===== src/rtl/mul8_seq_nibble_pkg.sv =====
// ---------------------------------------------------------------------------
// mul8_seq_nibble_pkg
// Shared types, widths and small arithmetic helpers for the nibble-serial
// 8x8 multiplier.
// ---------------------------------------------------------------------------
package mul8_seq_nibble_pkg;

    typedef enum logic [1:0] {
        IDLE = 2'd0,
        MUL  = 2'd1,
        DONE = 2'd2
    } mul_state_t;

    localparam int OP_W    = 8;
    localparam int NIB_W   = 4;
    localparam int PROD_W  = 16;
    localparam int N_STEPS = 4;

    // Magnitude of an operand; -128 maps to 0x80, which still fits 8 bits unsigned.
    function automatic logic [OP_W-1:0] op_magnitude(input logic [OP_W-1:0] v,
                                                     input logic            use_sign);
        logic [OP_W-1:0] r;
        if (use_sign && v[OP_W-1]) begin
            r = (~v) + 8'd1;
        end else begin
            r = v;
        end
        return r;
    endfunction

    // Restore the product sign; negating zero yields zero, so 0 * negative stays 0x0000.
    function automatic logic [PROD_W-1:0] apply_sign(input logic [PROD_W-1:0] mag,
                                                     input logic              neg);
        logic [PROD_W-1:0] r;
        if (neg) begin
            r = (~mag) + 16'd1;
        end else begin
            r = mag;
        end
        return r;
    endfunction

endpackage


===== src/rtl/mul8_seq_nibble_if.sv =====
// ---------------------------------------------------------------------------
// mul8_seq_nibble_if
// Operand / result handshake bundle for mul8_seq_nibble.
//   master : operand source + result consumer (drives in_valid, a, b, out_ready)
//   slave  : the multiplier (drives in_ready, out_valid, product, busy)
// ---------------------------------------------------------------------------
interface mul8_seq_nibble_if;
    import mul8_seq_nibble_pkg::*;

    logic              in_valid;
    logic              in_ready;
    logic [OP_W-1:0]   a;
    logic [OP_W-1:0]   b;
    logic              out_valid;
    logic              out_ready;
    logic [PROD_W-1:0] product;
    logic              busy;

    modport master (
        output in_valid, a, b, out_ready,
        input  in_ready, out_valid, product, busy
    );

    modport slave (
        input  in_valid, a, b, out_ready,
        output in_ready, out_valid, product, busy
    );

endinterface


===== src/rtl/mul8_seq_nibble_i4bit_mul.sv =====
// ---------------------------------------------------------------------------
// i4bit_mul
// Combinational 4x4 unsigned multiplier core.
//   a [3:0] in  : multiplicand nibble
//   b [3:0] in  : multiplier nibble
//   s [7:0] out : a*b
// ---------------------------------------------------------------------------
module i4bit_mul
    import mul8_seq_nibble_pkg::*;
(
    input  logic [NIB_W-1:0]   a,
    input  logic [NIB_W-1:0]   b,
    output logic [2*NIB_W-1:0] s
);

    // Zero-extend both nibbles so the product is computed at full 8-bit width.
    assign s = {4'h0, a} * {4'h0, b};

endmodule


===== src/rtl/mul8_seq_nibble.sv =====
// ---------------------------------------------------------------------------
// mul8_seq_nibble
// Multi-cycle 8x8 multiplier: one 4x4 core is reused over four steps, and the
// shifted nibble partial products are summed into a 16-bit accumulator.
// Parameters:
//   SIGNED : 0 = unsigned operands/result, 1 = two's complement (sign-magnitude inside)
// Ports:
//   clk   : clock, all state updates on the rising edge
//   rst_n : synchronous active-low reset
//   bus   : slave side of mul8_seq_nibble_if
//           in_valid/in_ready/a/b         operand handshake (accept only in IDLE)
//           out_valid/out_ready/product   result handshake, product held while valid
//           busy                          high in MUL or DONE
// Timing: accept at edge E0, out_valid after E4, next accept at E6 at the earliest.
// ---------------------------------------------------------------------------
module mul8_seq_nibble
    import mul8_seq_nibble_pkg::*;
#(
    parameter bit SIGNED = 1'b0
) (
    input  logic                 clk,
    input  logic                 rst_n,
    mul8_seq_nibble_if.slave     bus
);

    localparam logic [1:0] LAST_STEP = 2'(N_STEPS - 1);

    mul_state_t          state_r;
    logic [1:0]          step_r;
    logic [OP_W-1:0]     a_mag_r;
    logic [OP_W-1:0]     b_mag_r;
    logic                sign_r;
    logic [PROD_W-1:0]   acc_r;
    logic [PROD_W-1:0]   product_r;
    logic                out_valid_r;
    logic                in_ready_r;
    logic                busy_r;

    logic [NIB_W-1:0]    core_a_s;
    logic [NIB_W-1:0]    core_b_s;
    logic [2*NIB_W-1:0]  pp_s;
    logic [PROD_W-1:0]   pp_shift_s;
    logic [PROD_W-1:0]   acc_next_s;

    // Select which nibble pair feeds the shared core in the current step.
    always_comb begin
        core_a_s = a_mag_r[3:0];
        core_b_s = b_mag_r[3:0];
        case (step_r)
            2'd0: begin
                core_a_s = a_mag_r[3:0];
                core_b_s = b_mag_r[3:0];
            end
            2'd1: begin
                core_a_s = a_mag_r[7:4];
                core_b_s = b_mag_r[3:0];
            end
            2'd2: begin
                core_a_s = a_mag_r[3:0];
                core_b_s = b_mag_r[7:4];
            end
            2'd3: begin
                core_a_s = a_mag_r[7:4];
                core_b_s = b_mag_r[7:4];
            end
            default: begin
                core_a_s = 4'h0;
                core_b_s = 4'h0;
            end
        endcase
    end

    i4bit_mul u_core (
        .a (core_a_s),
        .b (core_b_s),
        .s (pp_s)
    );

    // Align the partial product to its nibble weight and add it to the running sum.
    always_comb begin
        pp_shift_s = 16'h0000;
        case (step_r)
            2'd0:    pp_shift_s = {8'h00, pp_s};
            2'd1:    pp_shift_s = {4'h0, pp_s, 4'h0};
            2'd2:    pp_shift_s = {4'h0, pp_s, 4'h0};
            2'd3:    pp_shift_s = {pp_s, 8'h00};
            default: pp_shift_s = 16'h0000;
        endcase
        acc_next_s = acc_r + pp_shift_s;
    end

    // Control FSM, step counter, operand latches, accumulator and registered outputs.
    always_ff @(posedge clk) begin
        if (!rst_n) begin
            state_r     <= IDLE;
            step_r      <= 2'd0;
            a_mag_r     <= 8'h00;
            b_mag_r     <= 8'h00;
            sign_r      <= 1'b0;
            acc_r       <= 16'h0000;
            product_r   <= 16'h0000;
            out_valid_r <= 1'b0;
            in_ready_r  <= 1'b1;
            busy_r      <= 1'b0;
        end else begin
            case (state_r)
                IDLE: begin
                    // in_ready_r is always high here, so in_valid alone is the accept.
                    if (bus.in_valid && in_ready_r) begin
                        state_r    <= MUL;
                        step_r     <= 2'd0;
                        acc_r      <= 16'h0000;
                        a_mag_r    <= op_magnitude(bus.a, SIGNED);
                        b_mag_r    <= op_magnitude(bus.b, SIGNED);
                        sign_r     <= SIGNED ? (bus.a[OP_W-1] ^ bus.b[OP_W-1]) : 1'b0;
                        in_ready_r <= 1'b0;
                        busy_r     <= 1'b1;
                    end else begin
                        state_r <= IDLE;
                    end
                end
                MUL: begin
                    acc_r  <= acc_next_s;
                    step_r <= step_r + 2'd1;
                    if (step_r == LAST_STEP) begin
                        state_r     <= DONE;
                        product_r   <= apply_sign(acc_next_s, sign_r);
                        out_valid_r <= 1'b1;
                    end else begin
                        state_r <= MUL;
                    end
                end
                DONE: begin
                    if (bus.out_ready) begin
                        state_r     <= IDLE;
                        out_valid_r <= 1'b0;
                        busy_r      <= 1'b0;
                        in_ready_r  <= 1'b1;
                    end else begin
                        state_r <= DONE;
                    end
                end
                default: begin
                    state_r     <= IDLE;
                    step_r      <= 2'd0;
                    out_valid_r <= 1'b0;
                    busy_r      <= 1'b0;
                    in_ready_r  <= 1'b1;
                end
            endcase
        end
    end

    assign bus.in_ready  = in_ready_r;
    assign bus.out_valid = out_valid_r;
    assign bus.product   = product_r;
    assign bus.busy      = busy_r;

endmodule


===== src/flat_wrapper.sv =====
// flat-port wrapper written by rule: the top's interface ports become plain ports
module mul8_seq_nibble_flat import mul8_seq_nibble_pkg::*;
#(
    parameter bit SIGNED = 1'b0
)
  (clk, rst_n, bus_in_valid, bus_a, bus_b, bus_out_ready, bus_in_ready, bus_out_valid, bus_product, bus_busy);
  mul8_seq_nibble_if bus_i ();
  input  logic clk;
  input  logic rst_n;
  input wire logic [$bits(bus_i.in_valid)-1:0] bus_in_valid;
  input wire logic [$bits(bus_i.a)-1:0] bus_a;
  input wire logic [$bits(bus_i.b)-1:0] bus_b;
  input wire logic [$bits(bus_i.out_ready)-1:0] bus_out_ready;
  output wire logic [$bits(bus_i.in_ready)-1:0] bus_in_ready;
  output wire logic [$bits(bus_i.out_valid)-1:0] bus_out_valid;
  output wire logic [$bits(bus_i.product)-1:0] bus_product;
  output wire logic [$bits(bus_i.busy)-1:0] bus_busy;
  assign bus_i.in_valid = bus_in_valid;
  assign bus_i.a = bus_a;
  assign bus_i.b = bus_b;
  assign bus_i.out_ready = bus_out_ready;
  assign bus_in_ready = bus_i.in_ready;
  assign bus_out_valid = bus_i.out_valid;
  assign bus_product = bus_i.product;
  assign bus_busy = bus_i.busy;
  mul8_seq_nibble #(.SIGNED(SIGNED)) u_core (.clk(clk), .rst_n(rst_n), .bus(bus_i));
endmodule

===== config.mk =====
export PLATFORM = sky130hd
export DESIGN_NAME = mul8_seq_nibble_flat
export DESIGN_NICKNAME = d
export VERILOG_FILES = /design/src/rtl/mul8_seq_nibble_pkg.sv /design/src/rtl/mul8_seq_nibble_if.sv /design/src/rtl/mul8_seq_nibble_i4bit_mul.sv /design/src/rtl/mul8_seq_nibble.sv /design/src/flat_wrapper.sv
export SDC_FILE = /design/constraint.sdc
export NUM_CORES = 1
export LEC_CHECK = 0
export BUFFER_PORTS_ARGS = -buffer_cell sky130_fd_sc_hd__buf_4
export CAP_MARGIN = 15
export CORE_MARGIN = 2
export CORE_UTILIZATION = 45
export CTS_CLUSTER_DIAMETER = 50
export DETAILED_ROUTE_END_ITERATION = 10
export PLACE_DENSITY = 0.67
export SLEW_MARGIN = 20
export SYNTH_ARGS = -nofsm -noshare
export SYNTH_HDL_FRONTEND = slang
export SYNTH_HIERARCHICAL = 1
export SYNTH_SLANG_ARGS = --single-unit

===== constraint.sdc =====
create_clock -name clk -period 9.7 [get_ports clk]
set_input_delay 1.94 -clock clk [delete_from_list [all_inputs] [get_ports clk]]
set_output_delay 1.94 -clock clk [all_outputs]
set_load 0.02 [all_outputs]

==> Word-level counts from Yosys, hierarchy flattened <==
Index checks and enable logic that the tools add are counted.
{ "word_totals": {"regBits": 55, "output_inout_bits": 19, "inputBits": 20} }
{ "op_classes": {"bitwise_logic": 3, "mul": 1, "n_mux": 19, "n_reduce_logical": 15, "n_addsub": 2, "n_eq_ne": 8} }
{ "ops": {"columns": ["op", "n"], "rows": [
  ["$pmux 16 s3", 1],
  ["$pmux 16 s2", 1],
  ["$add 16x16->16", 1],
  ["$mux 16", 1],
  ["$pmux 4 s2", 2],
  ["$pmux 2 s3", 2],
  ["$reduce_or 2->1", 5],
  ["$pmux 1 s3", 3],
  ["$mul 4x4->8", 1],
  ["$reduce_and 2->1", 4],
  ["$eq 2x2->1 const B", 3],
  ["$mux 1", 6],
  ["$mux 2", 3],
  ["$reduce_and 3->1", 2],
  ["$eq 2x1->1 const B", 2],
  ["$logic_not 2->1", 2],
  ["$ne 2x1->1 const B", 2],
  ["$not 1->1", 3],
  ["$add 2x1->2 const B", 1],
  ["$ne 2x2->1 const B", 1],
  ["$reduce_bool 2->1", 1],
  ["$logic_and 1x1->1", 1]
]} }

==> Logic depth before layout (Yosys ltp) <==
{ "logic_depth": {"word_depth": 7, "ltp_mapped": 21} }

==> Cells and area by module <==
Netlist, hierarchy kept.
{ "modules_own_cells": {"columns": ["mod", "instances", "seq_area_each_um2", "area_per_inst_um2", "cells_each"], "rows": [
  ["mul8_seq_nibble", 1, 1101.1, 3168.0, 402],
  ["i4bit_mul", 1, 0.0, 449.2, 51]
]} }

==> Worst setup path after synthesis <==
Ideal clock, no wire load.
{ "synth_timing": {"path_kind": "register -> register", "start": "register u_core.step_r[0]", "end": "register u_core.acc_r[14]", "setup_slack_ps": 4492, "setup_time_ps": 117, "t_arrival_ps": 5091, "stages_incl_launch_ff": 20, "synth_period_minus_slack_ps": 5208, "n_path_buf": 1, "t_required_ps": 9583, "path_cell_list": "dfxtp_1 ha_1 clkbuf_1 nor2_1 mux2_2 nand2_1 fa_1 inv_1 fa_1 ha_1 a211oi_1 nor2_1 a211o_1 a22o_1 ha_1 a21oi_2 o21ai_2 a221o_1 or3_1 a32o_1"} }
{ "synth_between": {"elab_chain_cells": 7} }
{ "synth_lines": {"columns": ["item", "line", "source"], "rows": [
  ["start, declared", "mul8_seq_nibble.sv:29", "logic [1:0] step_r;"],
  ["start signal, assigned", "mul8_seq_nibble.sv:124", "step_r <= step_r + 2'd1;"],
  ["$eq 2x1->1 (tied with other cells)", "mul8_seq_nibble.sv:49", "case (step_r)"],
  ["$reduce_or 2->1 (no line)", null, null],
  ["$pmux 4 s2 *", "mul8_seq_nibble.sv:49", null],
  ["via u_core.core_a_s[0]", "mul8_seq_nibble.sv:39", "logic [NIB_W-1:0] core_a_s;"],
  ["$mul 4x4->8 *", "mul8_seq_nibble_i4bit_mul.sv:17", "assign s = {4'h0, a} * {4'h0, b};"],
  ["via u_core.pp_s[7]", "mul8_seq_nibble.sv:41", "logic [2*NIB_W-1:0] pp_s;"],
  ["$pmux 16 s3 *", "mul8_seq_nibble.sv:82", "case (step_r)"],
  ["$add 16x16->16 *", "mul8_seq_nibble.sv:89", "acc_next_s = acc_r + pp_shift_s;"],
  ["$pmux 16 s2 *", "mul8_seq_nibble.sv:106", "case (state_r)"],
  ["end signal, assigned", "mul8_seq_nibble.sv:123", "acc_r <= acc_next_s;"],
  ["end, declared", "mul8_seq_nibble.sv:33", "logic [PROD_W-1:0] acc_r;"]
]} }
The timed path passes the listed nets; every way through them passes the cells marked *.
A chain may end at the register's enable or synchronous reset.

==> Final worst setup path <==
{ "layout_timing": {"start": "register u_core.step_r[0]", "end": "register u_core.acc_r[14]"} }
{ "layout_between": {"elab_chain_cells": 7} }
{ "layout_lines": {"columns": ["item", "line", "source"], "rows": [
  ["$eq 2x2->1 (tied with other cells)", "mul8_seq_nibble.sv:49", null],
  ["$reduce_or 2->1 (no line)", null, null],
  ["$pmux 4 s2 *", "mul8_seq_nibble.sv:49", null],
  ["via u_core.core_b_s[2]", "mul8_seq_nibble.sv:40", "logic [NIB_W-1:0] core_b_s;"],
  ["$mul 4x4->8 *", "mul8_seq_nibble_i4bit_mul.sv:17", null],
  ["via u_core.pp_s[7]", "mul8_seq_nibble.sv:41", null],
  ["$pmux 16 s3 *", "mul8_seq_nibble.sv:82", null],
  ["$add 16x16->16 *", "mul8_seq_nibble.sv:89", null],
  ["$pmux 16 s2 *", "mul8_seq_nibble.sv:106", null]
]} }
Marked as above.

==> results.sh <==
export IMPL_multi_input_area_um2=2370
export IMPL_drt_iter0_drc=210
export IMPL_n_antenna_cell=0
export IMPL_path_depth=18
export IMPL_grt_max_degree=33
export IMPL_post_cts_setup_buffer_count=0
export IMPL_regArea_um2=1100
export IMPL_setup_viol_count_final=0
export IMPL_antenna_found_initial=0
export IMPL_ys_top_cells_by_area="dfxtp_1, ha_1, nand2_1"
export IMPL_io_buffers=38
export IMPL_routedWlPerCell_um=15.0
export IMPL_synth_top_area_share_pct=30.4
export IMPL_leakage_nw=1.76
export IMPL_layout_worst_path_cycle_share_pct=57.7
export IMPL_cts_tree="built"
export IMPL_cp_max_fo=13
export IMPL_syn_to_final_growth_pct=12.0
export IMPL_worstPathCellList="ha_1 > nor2_1 > mux2_2 > nand2_1 > fa_1 > inv_1 > fa_1 > ha_1 > a211oi_1 > nor2_1 > a211o_1 > a22o_1 > ha_1 > a21oi_2 > o21ai_2 > a221o_1 > or3_1 > a32o_1"
export IMPL_critPathMaxStageDelay_ns=0.45
export IMPL_cts_resized=0
export IMPL_synth_cell_types=57
export IMPL_rsz0062_at_grt="no"
export IMPL_layout_cells_non_filler=579
export IMPL_yosysSeqAreaShare_pct=30.4
export IMPL_numCtsBuffers=5
export IMPL_fin_nets=533
export IMPL_netlist_area_um2=3620
export IMPL_synth_async_reset_ratio_pct=0
export IMPL_rows=32
export IMPL_overflow=0
export IMPL_cpLargestDelayFamily="adder cells"
export IMPL_fp_dieArea_um2=8770
export IMPL_maxSlewHeadroom_pct=34.4
export IMPL_synth_ff_type="dfxtp_1"
export IMPL_clock_skew_ns=0.00895
export IMPL_start_kind="flip-flop"
export IMPL_slowest_stage="fa_1"
export IMPL_vias_per_cell=5.62
export IMPL_syn_avg_cell_area_um2=7.99
export IMPL_critPathArrivalTime_ns=5.81
export IMPL_post_route_min_period_ns=5.59
export IMPL_grt_pass1_vias=3147
export IMPL_dpl_cell_count=572
export IMPL_yosys_warnings=6
export IMPL_fp_dieH_um=93.7
export IMPL_crit_required_ns=9.92
export IMPL_dr_pass1_iters=5
export IMPL_crit_top_cell="ha_1"
export IMPL_syn_nets=509
export IMPL_design_core_area_um2=7770
export IMPL_gp_congestion=0.893
export IMPL_end_kind="flip-flop"
export IMPL_start_util_pct=46.6
export IMPL_synth_edf_count=0
export IMPL_fin_setup_tns_ns=0
export IMPL_final_cell_mix="nand2_1, dfxtp_1, buf_4"
export IMPL_grt_pass1_wl_um=14600
export IMPL_path_clk_slew_ns=0.10
export IMPL_layout_commonest_cell="nand2_1"
export IMPL_max_cap_viol_count=0
export IMPL_drtAntennaViolNets=0
export IMPL_io_pins=39
export IMPL_crit_type="reg -> reg"
export IMPL_worstHoldPathType="reg -> reg"
export IMPL_die_w_um=93.7
export IMPL_status="complete, no violations"
export IMPL_cp_buffers_inverters=1
export IMPL_worst_slew_pin_slew_ns=0.981
export IMPL_placed_area_um2=3950
export IMPL_power_density_nw_per_um2=109
export IMPL_cts_sinks=55
export IMPL_grtUsageTotal_pct=20.7
export IMPL_ctsHoldBuffers=0
export IMPL_timing_fmax_mhz=179
export IMPL_totalWireLength_um=8690
export IMPL_drive_above_1_share_pct=13.0
export IMPL_fin_area_um2=4050
export IMPL_drc=0
export IMPL_cts_path_max_buffers=2
export IMPL_yosys_area_top_type="dfxtp_1"
export IMPL_whs_path_depth=2
export IMPL_ys_ff_latch=55
export IMPL_cts_htree_levels=2
export IMPL_vias=3254
export IMPL_synthCells=453
export IMPL_irDropWorstVdd_v=0.0000624
export IMPL_nFillCells=772
export IMPL_hold_violations=0
export IMPL_cts_root_buf="clkbuf_8"
export IMPL_slew_viol_final=0
export IMPL_clk_latency_ns=0.31
export IMPL_r2r_cells=18
export IMPL_hpwl_um=6530
per-stage QoR:
stage               power [mW]  setup slack [ns]  hold WS (ns)  util [%]
floorplan                0.276              4.49         0.432         -
global placement         0.293              4.21         0.445      50.8
detailed placement       0.294              4.07         0.448      50.8
CTS                      0.447              4.08         0.462      52.2
global route             0.461              3.84         0.480      52.2
finish                   0.442              4.11         0.460      52.2
routing by layer:
metal	track usage [%]	wire, um	up-vias
met5	0	0	-
met4	7.25	183	0
met3	2.89	333	14
met2	33.3	3980	86
met1	28.5	4200	1494
li1	-	-	1660
cells in the mapped netlist, types with 2 or more instances:
| cell | n |
|---|---|
| a31oi_1 | 3 |
| a21oi_1 | 38 |
| o2111ai_1 | 4 |
| a32o_1 | 3 |
| and3_1 | 3 |
| a211oi_1 | 3 |
| o211ai_1 | 6 |
| ha_1 | 31 |
| o21ai_0 | 26 |
| fa_1 | 5 |
| nor2b_1 | 2 |
| and2_1 | 22 |
| a21o_1 | 3 |
| dfxtp_1 | 55 |
| buf_2 | 5 |
| o21a_1 | 6 |
| o211a_1 | 4 |
| clkbuf_1 | 15 |
| a221o_1 | 2 |
| a21oi_2 | 3 |
| xor2_1 | 7 |
| xnor2_1 | 5 |
| mux2_2 | 8 |
| inv_1 | 13 |
| nor3_1 | 5 |
| and2b_1 | 2 |
| or3_1 | 6 |
| nand2_1 | 70 |
| o21bai_1 | 3 |
| a22o_1 | 4 |
| a22oi_1 | 6 |
| nand3_1 | 18 |
| or4_1 | 3 |
| buf_1 | 2 |
| nand4_1 | 6 |
| nor2_1 | 35 |
logic make-up after synthesis:
family	count (synthesis)	share of synthesized area (%)
compound gates	127	23.3
mux	9	2.77
fa+ha+maj	36	13.5
xor+xnor	12	2.91
simple gates	178	23.1
flops	55	30.4
buf+inv	36	4.01
power by group:
| part | leakage (nW) | switching (mW) | internal, mW |
|---|---|---|---|
| clock network | 0.0513 | 0.0778 | 0.0759 |
| registers | 0.446 | 0.00438 | 0.232 |
| logic | 1.26 | 0.0325 | 0.0197 |
area by class of cell:
| class | count | share of cell area [%] |
|---|---|---|
| Sequential cell | 55 | 27.2 |
| Clock inverter | 1 | 0.741 |
| Tap cell | 102 | 3.15 |
| Multi-Input combinational cell | 362 | 58.5 |
| Timing Repair Buffer | 40 | 7.41 |
| Inverter | 13 | 1.20 |
| Clock buffer | 6 | 1.79 |
path summary, 6_finish.rpt:
check | startpoint | slack, ns | endpoint
min | u_core/bus.product[4] | 0.46 | u_core/bus.product[4]
max reg2reg | u_core/step_r[0] | 4.11 | u_core/acc_r[14]
min reg2reg | u_core/bus.product[4] | 0.46 | u_core/bus.product[4]
max | u_core/step_r[0] | 4.11 | u_core/acc_r[14]
registers in the layout, summed over array words and instances (netlist names):
signal,cells
u_core/step_r,2
u_core/acc_r,16
u_core/state_r,2
u_core/bus.out_valid,1
u_core/a_mag_r,8
u_core/b_mag_r,8
u_core/bus.product,16
u_core/bus.busy,1
u_core/bus.in_ready,1
worst register-to-register path, delay by kind of cell, from the launching register on:
family                   cells  cell delay, ns
AO/OA/AOI/OAI                7            1.78
adder cells (fa/ha/maj)      5            1.94
buffers and inverters        1            0.09
flip-flops                   1            0.36
multiplexers                 1            0.41
AND/OR/NAND/NOR              4            0.90
No activity file was read; power rests on OpenSTA's default activity.
